File: src/rtl/cksum_ctrl.sv
// Request sequencer for the checksum engine: validates a header region, optionally
// clears the checksum field, runs the engine over the shared read port and writes back.
module cksum_ctrl #(
  parameter int ADDR_WIDTH = 32,
  parameter int DATA_WIDTH = 32,
  parameter int TIMEOUT    = 1024
) (
  input  logic                  clk,
  input  logic                  rst,
  input  logic                  req_valid_i,
  output logic                  req_ready_o,
  input  logic                  req_op_i,
  input  logic [ADDR_WIDTH-1:0] req_start_i,
  input  logic [DATA_WIDTH-1:0] req_len_i,
  input  logic [ADDR_WIDTH-1:0] req_field_i,
  output logic [ADDR_WIDTH-1:0] mem_addr_o,
  input  logic [DATA_WIDTH-1:0] mem_rdata_i,
  output logic                  mem_we_o,
  output logic [3:0]            mem_be_o,
  output logic [DATA_WIDTH-1:0] mem_wdata_o,
  output logic                  eng_start_o,
  output logic [ADDR_WIDTH-1:0] eng_saddr_o,
  output logic [DATA_WIDTH-1:0] eng_len_o,
  input  logic [ADDR_WIDTH-1:0] eng_addr_i,
  input  logic                  eng_ready_i,
  input  logic [15:0]           eng_val_i,
  output logic                  done_o,
  output logic                  ok_o,
  output logic                  err_o,
  output logic [15:0]           result_o
);

  localparam logic [2:0] IDLE  = 3'd0;
  localparam logic [2:0] CHECK = 3'd1;
  localparam logic [2:0] CLEAR = 3'd2;
  localparam logic [2:0] START = 3'd3;
  localparam logic [2:0] WAIT  = 3'd4;
  localparam logic [2:0] WRITE = 3'd5;
  localparam logic [2:0] DONE  = 3'd6;

  localparam int XW = ((ADDR_WIDTH > DATA_WIDTH) ? ADDR_WIDTH : DATA_WIDTH) + 1;
  localparam int CW = $clog2(TIMEOUT + 1);

  logic [2:0]            state_q, state_d;
  logic                  op_q, op_d;
  logic [ADDR_WIDTH-1:0] start_q, start_d;
  logic [DATA_WIDTH-1:0] len_q, len_d;
  logic [ADDR_WIDTH-1:0] field_q, field_d;
  logic [15:0]           val_q, val_d;
  logic                  err_q, err_d;
  logic [CW-1:0]         cnt_q, cnt_d;

  logic [XW-1:0]         startX, fieldX, lastX;
  logic                  badReq;
  logic [ADDR_WIDTH-1:0] fieldWord;
  logic [3:0]            halfBe;
  logic                  writing;
  logic                  unused_rdata;

  // The read port is consumed by the engine; the controller never reads memory itself.
  assign unused_rdata = ^mem_rdata_i;

  // Range math is one bit wider than the widest operand so start+len cannot wrap.
  assign startX = XW'(start_q);
  assign fieldX = XW'(field_q);
  assign lastX  = startX + XW'(len_q) - XW'(2);

  assign badReq = (len_q == '0) || len_q[0] || start_q[0] || field_q[0] ||
                  (fieldX < startX) || (fieldX > lastX);

  assign fieldWord = {field_q[ADDR_WIDTH-1:2], 2'b00};
  assign halfBe    = field_q[1] ? 4'b0011 : 4'b1100;
  assign writing   = (state_q == CLEAR) || (state_q == WRITE);

  always_comb begin
    state_d = state_q;
    op_d    = op_q;
    start_d = start_q;
    len_d   = len_q;
    field_d = field_q;
    val_d   = val_q;
    err_d   = err_q;
    cnt_d   = cnt_q;
    case (state_q)
      IDLE: begin
        if (req_valid_i) begin
          op_d    = req_op_i;
          start_d = req_start_i;
          len_d   = req_len_i;
          field_d = req_field_i;
          val_d   = 16'h0000;
          err_d   = 1'b0;
          state_d = CHECK;
        end
      end
      CHECK: begin
        if (badReq) begin
          err_d   = 1'b1;
          state_d = DONE;
        end else begin
          state_d = op_q ? CLEAR : START;
        end
      end
      CLEAR: state_d = START;
      START: begin
        cnt_d   = '0;
        state_d = WAIT;
      end
      WAIT: begin
        if (eng_ready_i) begin
          val_d   = eng_val_i;
          state_d = op_q ? WRITE : DONE;
        end else if (cnt_q == CW'(TIMEOUT - 1)) begin
          err_d   = 1'b1;
          state_d = DONE;
        end else begin
          cnt_d = cnt_q + 1'b1;
        end
      end
      WRITE:   state_d = DONE;
      DONE:    state_d = IDLE;
      default: state_d = IDLE;
    endcase
  end

  always_ff @(posedge clk) begin
    if (rst) begin
      state_q <= IDLE;
      op_q    <= 1'b0;
      start_q <= '0;
      len_q   <= '0;
      field_q <= '0;
      val_q   <= 16'h0000;
      err_q   <= 1'b0;
      cnt_q   <= '0;
    end else begin
      state_q <= state_d;
      op_q    <= op_d;
      start_q <= start_d;
      len_q   <= len_d;
      field_q <= field_d;
      val_q   <= val_d;
      err_q   <= err_d;
      cnt_q   <= cnt_d;
    end
  end

  // Memory port is handed to the engine only while it is running.
  assign mem_addr_o  = (state_q == WAIT) ? eng_addr_i : (writing ? fieldWord : '0);
  assign mem_we_o    = writing;
  assign mem_be_o    = writing ? halfBe : 4'b0000;
  assign mem_wdata_o = (state_q == WRITE) ? {val_q, val_q} : '0;

  assign req_ready_o = (state_q == IDLE);
  assign eng_start_o = (state_q == START) || (state_q == WAIT);
  assign eng_saddr_o = start_q;
  assign eng_len_o   = len_q;

  assign done_o   = (state_q == DONE);
  assign err_o    = done_o && err_q;
  assign ok_o     = done_o && !err_q && (op_q || (val_q == 16'h0000));
  assign result_o = (done_o && !err_q) ? val_q : 16'h0000;

endmodule

File: config.mk
export PLATFORM = sky130hd
export DESIGN_NAME = cksum_ctrl
export DESIGN_NICKNAME = d
export VERILOG_FILES = /design/src/rtl/cksum_ctrl.sv
export SDC_FILE = /design/constraint.sdc
export NUM_CORES = 1
export LEC_CHECK = 0
export CORE_MARGIN = 2
export CORE_UTILIZATION = 46
export CTS_CLUSTER_SIZE = 8
export DETAILED_ROUTE_END_ITERATION = 8
export PLACE_DENSITY = 0.82
export SKIP_LAST_GASP = 1
export SYNTH_ARGS = -nofsm -noshare
export SYNTH_HDL_FRONTEND = slang
export SYNTH_SLANG_ARGS = --single-unit
File: constraint.sdc
create_clock -name clk -period 4.9 [get_ports clk]
set_clock_uncertainty 0.2 [all_clocks]
set_input_delay 1.47 -clock clk [delete_from_list [all_inputs] [get_ports clk]]
set_output_delay 1.47 -clock clk [all_outputs]
set_load 0.01 [all_outputs]
==> results of run 1 <==
-- state kept, by name (all words and copies together) (netlist names) --
| register | count |
|---|---|
| val_q | 16 |
| field_q | 32 |
| eng_len_o | 32 |
| op_q | 1 |
| state_q | 3 |
| cnt_q | 11 |
| err_q | 1 |
| eng_saddr_o | 32 |
-- per-stage QoR --
step           util, %  area, sq um
2_1_floorplan        -         9100
3_3_place_gp      63.7        12400
3_5_place_dp      63.7        12400
4_1_cts           67.2        13100
5_1_grt           68.7        13400
6_report          68.7        13400
-- critical path, stage by stage, from the launching register on --
cell and delay (ns):
dfxtp_1 0.41, inv_1 0.06, ha_1 0.29, inv_1 0.05, ha_1 0.33, o21ai_0 0.14, a32oi_2 0.29, a21boi_2 0.13
o31a_1 0.33, and2b_2 0.24, nor2_2 0.10, a211oi_2 0.05, xor2_1 0.17, ha_1 0.30, nand4_1 0.15, or4_4 0.55
o211ai_1 0.20, a211oi_2 0.06, a211oi_2 0.30, o31ai_4 0.14, nor3b_2 0.18, o21a_1 0.20
-- power breakdown --
part | internal (mW) | total [mW] | switching (mW)
Clock | 0.843 | 1.36 | 0.512
Sequential | 1.26 | 1.54 | 0.281
Combinational | 2.62 | 5.70 | 3.08
-- layout make-up --
class	instances	area share, %
Clock inverter	12	1.17
Timing Repair Buffer	346	25.1
Inverter	131	3.70
Sequential cell	128	19.3
Multi-Input combinational cell	889	44.7
Clock buffer	20	3.49
Tap cell	265	2.48
-- metal layers --
metal  up-vias  wire length, um  GRT usage [%]
met4         0              715           10.0
met1      4399            12200           32.2
met5         -                0              0
met3        51             1790           5.46
met2       310            14400           47.3
li1       4722                -              -
-- Yosys cell counts (4+ instances only) --
cell        n
nand2b_1   10
clkbuf_1   45
xnor2_1    16
nor3_1     12
nor2b_1     8
inv_1     130
o21ai_0    24
o21bai_1    4
nor2_1     33
dfxtp_1   128
xor2_1     20
nand3_1    31
a21oi_1   162
ha_1      127
nand2_1   255
a22o_1     30
nor4_1     12
a211oi_1    7
and2_1     39
buf_4      19
nand4_1    16
o211ai_1    7
and3_1      4
buf_2       4
a21o_1     19
-- timing repair --
action	in CTS	in global routing
pin swaps	6	29
resized for setup	10	63
endpoints found under the setup margin	2	3
setup buffers	3	6
-- worst max-delay path by stage --
stage                       to  slack, ns
detailed placement  state_q[0]      -0.09
finish              state_q[0]      -0.10
global route        state_q[0]      -0.31
floorplan           state_q[0]       0.31
global placement    state_q[0]      -0.08
CTS                 state_q[0]       0.01
-- cell families after synthesis --
kind of cell	after synthesis	synth area share [%]
compound gates	291	19.7
xor+xnor	36	3.47
fa+ha+maj	128	17.7
buf+inv	200	9.09
flops	128	28.2
mux	1	0.110
simple gates	433	21.7
==> metrics list, run 1 <==
- Residual DRC count: 0
- Number of global-route vias before repair: 9133
- Fill cells in the final layout number 1571.
- The critical path in this run is classified as flop to flop.
- The synthesized design spends more area on one cell type than any other, namely dfxtp_1.
* Total global routing overflow: 0
* Most area-consuming cells after synthesis: dfxtp_1 28%, ha_1 17%, nand2_1 11%, a21oi_1 8.9%, inv_1 5.4%
* Root Buffer Master: clkbuf_16
* FF-to-FF Start: eng_len_o[7]
- Initial core utilization: 46.7%
- After the first detailed-routing iteration, the DRC count stood at 506.
* Instance count of the mapped netlist: 1217
* Initial antenna violation count: 0
- The final hold violation count was 0.
- In this run the number of H-tree levels came out at 4.
- The total area inside the core boundary comes to 0.0195 sq mm.
* Static power due to leakage: 5.54 nW
* Count of standard-cell rows: 51
- In this run the worst hold path is classified as flop to flop.
- Buffers placed on the I/O ports in this run total 302.
- Number of vias per cell: 5.29
- From synthesis to final layout, the design area changed by 46.9%.
- The worst hold path terminates at eng_saddr_o[11].
- The final reports fail on setup timing.
* I/O pin total: 335
- EDFF count, synth: 0
- The repair_antennas step left the layout with diodes totalling 0.
- Leaving out filler cells and counting taps, the final layout contains 1791.
- Setup violations remaining at the end of the flow were counted as 1.
* Worst IR Drop VDD: 0.354 mV
* Global-route usage over all layers: 26.8%
* Post-route setup TNS: -0.102 ns
* Register-to-register path setup slack: -0.10 ns
* Largest driver fanout on the critical path: 4
- Critical path data arrival time: 5.12 ns
* Final critical-path share of the clock period: 102%
- TritonCTS built the clock tree.
* Area enclosed by the die boundary: 0.0209 sq mm
- Worst hold margin: 0.265 ns
- Required time at the worst-slack endpoint: 5.01 ns
* Height of the die: 145 um
- Max Fclk: 200 MHz
* Synthesized area per cell: 7.47 sq um
- Slack of the critical path: -0.102 ns
* Routed WL per cell: 16.3 um
- The top cell types in the final layout, fill and taps aside, are 301 x clkdlybuf4s50_1, 254 x nand2_1, 156 x a21oi_1.
- MaxCap Viol Count: 0
- Clock-pin slew was measured on the worst setup and hold paths at 0.06 ns.
* Global-route wire length before repair: 44500 um
- After synthesis the netlist holds a flip-flop and latch count of 128.
* Worst-case clock buffer depth: 2
* Pwr/cell area: 643 mW/mm^2
- Hold path cells: 2
- Counting the buffers created by CTS gives 17.
- Leaving out fill and tap cells, the most frequent cell in the layout is clkdlybuf4s50_1.
- Setup repair after global routing missed its margin: true
* First element of the critical path: eng_len_o[7]
- In the synthesized netlist the async set-or-reset flop fraction comes to 0%.
* Count of unique library cells instantiated by Yosys: 62
* Worst Reg-to-Reg Cells: 21
* Post-Synthesis Net Count: 1526
- Endpoint type of the worst setup path: flop
* Placed wire-length estimate: 21200 um
- Reg area: 0.00259 sq mm
* Relative slew slack: 19.5%
- In the final design database the tool counted 1822 nets.
- Hold bufs inserted after CTS: 0
* Routed Wire Length: 29100 um
- The mapped netlist covers 0.00910 sq mm.
- For this run, the detailed router's first-pass iteration total came to 5.
* Share of layout cells above drive strength 1: 10.2%
- In this run, placement finished with an instance count of 1750.
- Status: finished, violations left
* Overall power after layout: 8.59 mW
* Commonest register cell after synthesis: dfxtp_1
- The worst setup path is launched from a flop.
- Critical hold path startpoint: eng_saddr_o[11]
- Subtracting the final worst setup slack from the clock period gives 5.00 ns.
* End of the worst register-to-register path: state_q[0]
- Yosys Warn Count: 0
- Entering global routing, the biggest net connects 90 pins.
- Multi-input combinational cell area: 0.00598 sq mm
- Pin slew with the least headroom to its limit: 1.21 ns
- Across all layers, the routed design uses 9482 vias.
- ANT nets after route: 0
- Clock latency on the worst-skew pair: 0.43 ns
* Fraction of the yosys area taken by sequential cells: 28.2%
- Routability-driven placement finished with a final weighted congestion of 0.920.
- Post-Place Worst Slack: -0.0917 ns
- The number of max-slew violations in the final report is 0.
- In this run the biggest area consumer among cell types represents 28.2% of the synthesized area.
- Clock tree synthesis found a total of 128 sinks.
- Floorplan die width: 145 um
Power figures use the tool's default switching activity.
==> run 2, diff against run 1 <==
Settings changed: CORE_MARGIN 2 to default.
==> metrics list, run 2 (synthesized netlist as in run 1, its figures left out) <==
- The flow ran to the end, and the final reports show no timing, DRC or antenna violations.
* Reg area: 0.00258 sq mm
- Root Buffer Master: clkbuf_16
* Count of final hold-check violations: 0
- The multi-input combinational cells in the finished layout cover a total of 0.00604 sq mm.
- The initialized floorplan defines 51 standard-cell rows.
* Slack of the critical path: 0.0608 ns
- Logic depth of the worst path, buffers included: 24
- For the pin with the worst max-slew slack, the measured transition is 1.30 ns.
- Routed WL per cell: 16.7 um
* Placed cell area: 0.0124 sq mm
- Total number of nets in the final design: 1829
- For this block, the via count after detailed routing is 9733.
- For the final routed database, the setup TNS stands at 0 ns.
- Worst-case clock buffer depth: 2
* Required time at the worst-slack endpoint: 5.01 ns
* Initial antenna violation count: 0
* Leading cell type in the layout, fill and taps excluded: clkdlybuf4s50_1
- Counting cells, the worst reg-to-reg path comes to 24.
- After clock tree synthesis, the clock-pin slew on the worst setup and hold paths is 0.06 ns.
* Global-route wire length before repair: 45600 um
* Setup violation total in the final timing report: 0
- Hold path cells: 2
- The initial utilization of the core area, before any placement, comes to 46.9%.
- Final critical-path share of the clock period: 98.8%
- For this run, the total global-route usage over all layers was measured as 28.4%.
- For flop-to-flop paths, the worst setup slack is 0.06 ns.
* Pin count of the biggest net entering global routing: 67
* ANT nets after route: 0
- Across the VDD grid, the largest voltage drop is 0.305 mV.
- I/O pin total: 335
* Clock H-tree levels: 4
* Cell Chain, Critical Path: inv_2 -> ha_4 -> inv_2 -> ha_4 -> inv_2 -> fa_2 -> nand2b_4 -> a21oi_4 -> o21ai_2 -> nand4_1 -> nand4_1 -> o31ai_2 -> buf_4 -> a21oi_2 -> xor2_1 -> ha_1 -> nand4_1 -> or4_4 -> o211ai_1 -> a211oi_2 -> a211oi_2 -> o31ai_2 -> nor3b_2 -> o21a_1
* Endpoint type of the worst setup path: flop
* Number of global-route vias before repair: 9107
- Clock latency on the worst-skew pair, taken at its later pin, is 0.44 ns.
- Share of layout cells above drive strength 1: 10.6%
* Type of the tightest min-delay check: flop to flop
* Pwr/cell area: 663 mW/mm^2
- Routed Wire Length: 30000 um
- In the layout the commonest cells are 301 x clkdlybuf4s50_1, 254 x nand2_1, 153 x a21oi_1.
- Total global routing overflow: 0
- The largest individual stage delay along the critical path comes from the cell or4_4.
- Compared with the post-synthesis result, the final layout area differs by 48.5%.
- Max Fclk: 207 MHz
* Design area: 0.0135 sq mm
- Worst hold margin: 0.260 ns
- MaxCap Viol Count: 0
- Prior to clock tree synthesis, the placed netlist has a worst setup slack of -0.181 ns.
- The setup path with the least slack is of type flop to flop.
- Kind of cell adding the most delay to the critical path: compound AO/OA/AOI/OAI gates
- Height of the die: 143 um
- The clock period could shrink to 4.84 ns.
- Critical path data arrival time: 4.95 ns
- TritonCTS created 17 clock buffers.
- Core Region: 0.0194 sq mm
* Max Transition Viols Final: 0
- Final weighted congestion in routability-driven placement: 0.876
* Bufs and invs on worst path: 4
- Area enclosed by the die boundary: 0.0203 sq mm
* Floorplan die width: 143 um
- Placed wire-length estimate: 21300 um
* FILL cells: 1552
* TritonRoute pass-1 iters: 5
* Setup repair after global routing missed its margin: true
* TritonCTS clock tree: yes
* Relative slew slack: 13.0%
- The tree built by TritonCTS fans out to 128 sinks.
- In the routed design, unresolved DRC markers number 0.
* Static power due to leakage: 5.62 nW
- Startpoint kind of the worst setup timing path: flop
- Crit-path max cell delay: 0.45 ns
- Largest driver fanout on the critical path: 3
- In the routed layout, each cell is associated on average with a via count of 5.42.
- The count of cells in the finished layout, fillers not included, comes to 1797.
- Overall power after layout: 8.95 mW
- Antenna diode count: 0
- Including well taps, the total number of placed cells is 1751.
- Port buffering added 302 buffers.
* Initial DRC Count: 541
- Cells fill 69.6% of the core in the end.
[run 2: cell types whose count changed in the layout (fill, tap and decap cells not counted), sizes merged]
cell / previous run / this run
buf: 45 / 52
clkinvlp: 4 / 0
bufinv: 3 / 5
clkbuf: 20 / 21
clkinv: 3 / 4
inv: 133 / 132
[run 2: area by class of cell]
class / count / area share [%]
sequential: 128 / 19.1
clock buffer: 21 / 3.41
inverter: 131 / 3.64
timing repair buffer: 353 / 25.3
multi-input combinational: 889 / 44.7
clock inverter: 10 / 1.35
tap: 265 / 2.45
[run 2: metal layers]
layer	share of wire, %	up-vias	global-route usage (%)
li1	-	4726	-
met1	41	4578	34.1
met2	50	371	50.3
met3	7.0	58	5.47
met4	2.7	0	10.2
met5	0	-	0
[run 2: worst paths after layout]
kind | start | end
max | eng_len_o[1] | state_q[0]
min | eng_saddr_o[3] | eng_saddr_o[3]
max reg2reg | eng_len_o[1] | state_q[0]
min reg2reg | eng_saddr_o[3] | eng_saddr_o[3]
[run 2: what timing repair did]
item                       in CTS  in global routing
hold buffers                    0                  0
hold endpoints to repair        0                  0
buffers inserted                5                 10
setup endpoints to repair       3                  3
gates resized for setup        29                 51
pin swaps                      21                 36
[run 2: worst min-delay path: cells and delay by family (launching register included)]
| kind | cells | cell delay, ns |
|---|---|---|
| AND/OR/NAND/NOR | 1 | 0.05 |
| flip-flops | 1 | 0.32 |
| AO/OA/AOI/OAI | 1 | 0.05 |
[run 2: where the power goes]
part	internal [mW]	switching, mW
Combinational	2.76	3.26
Sequential	1.26	0.262
Clock	0.927	0.489
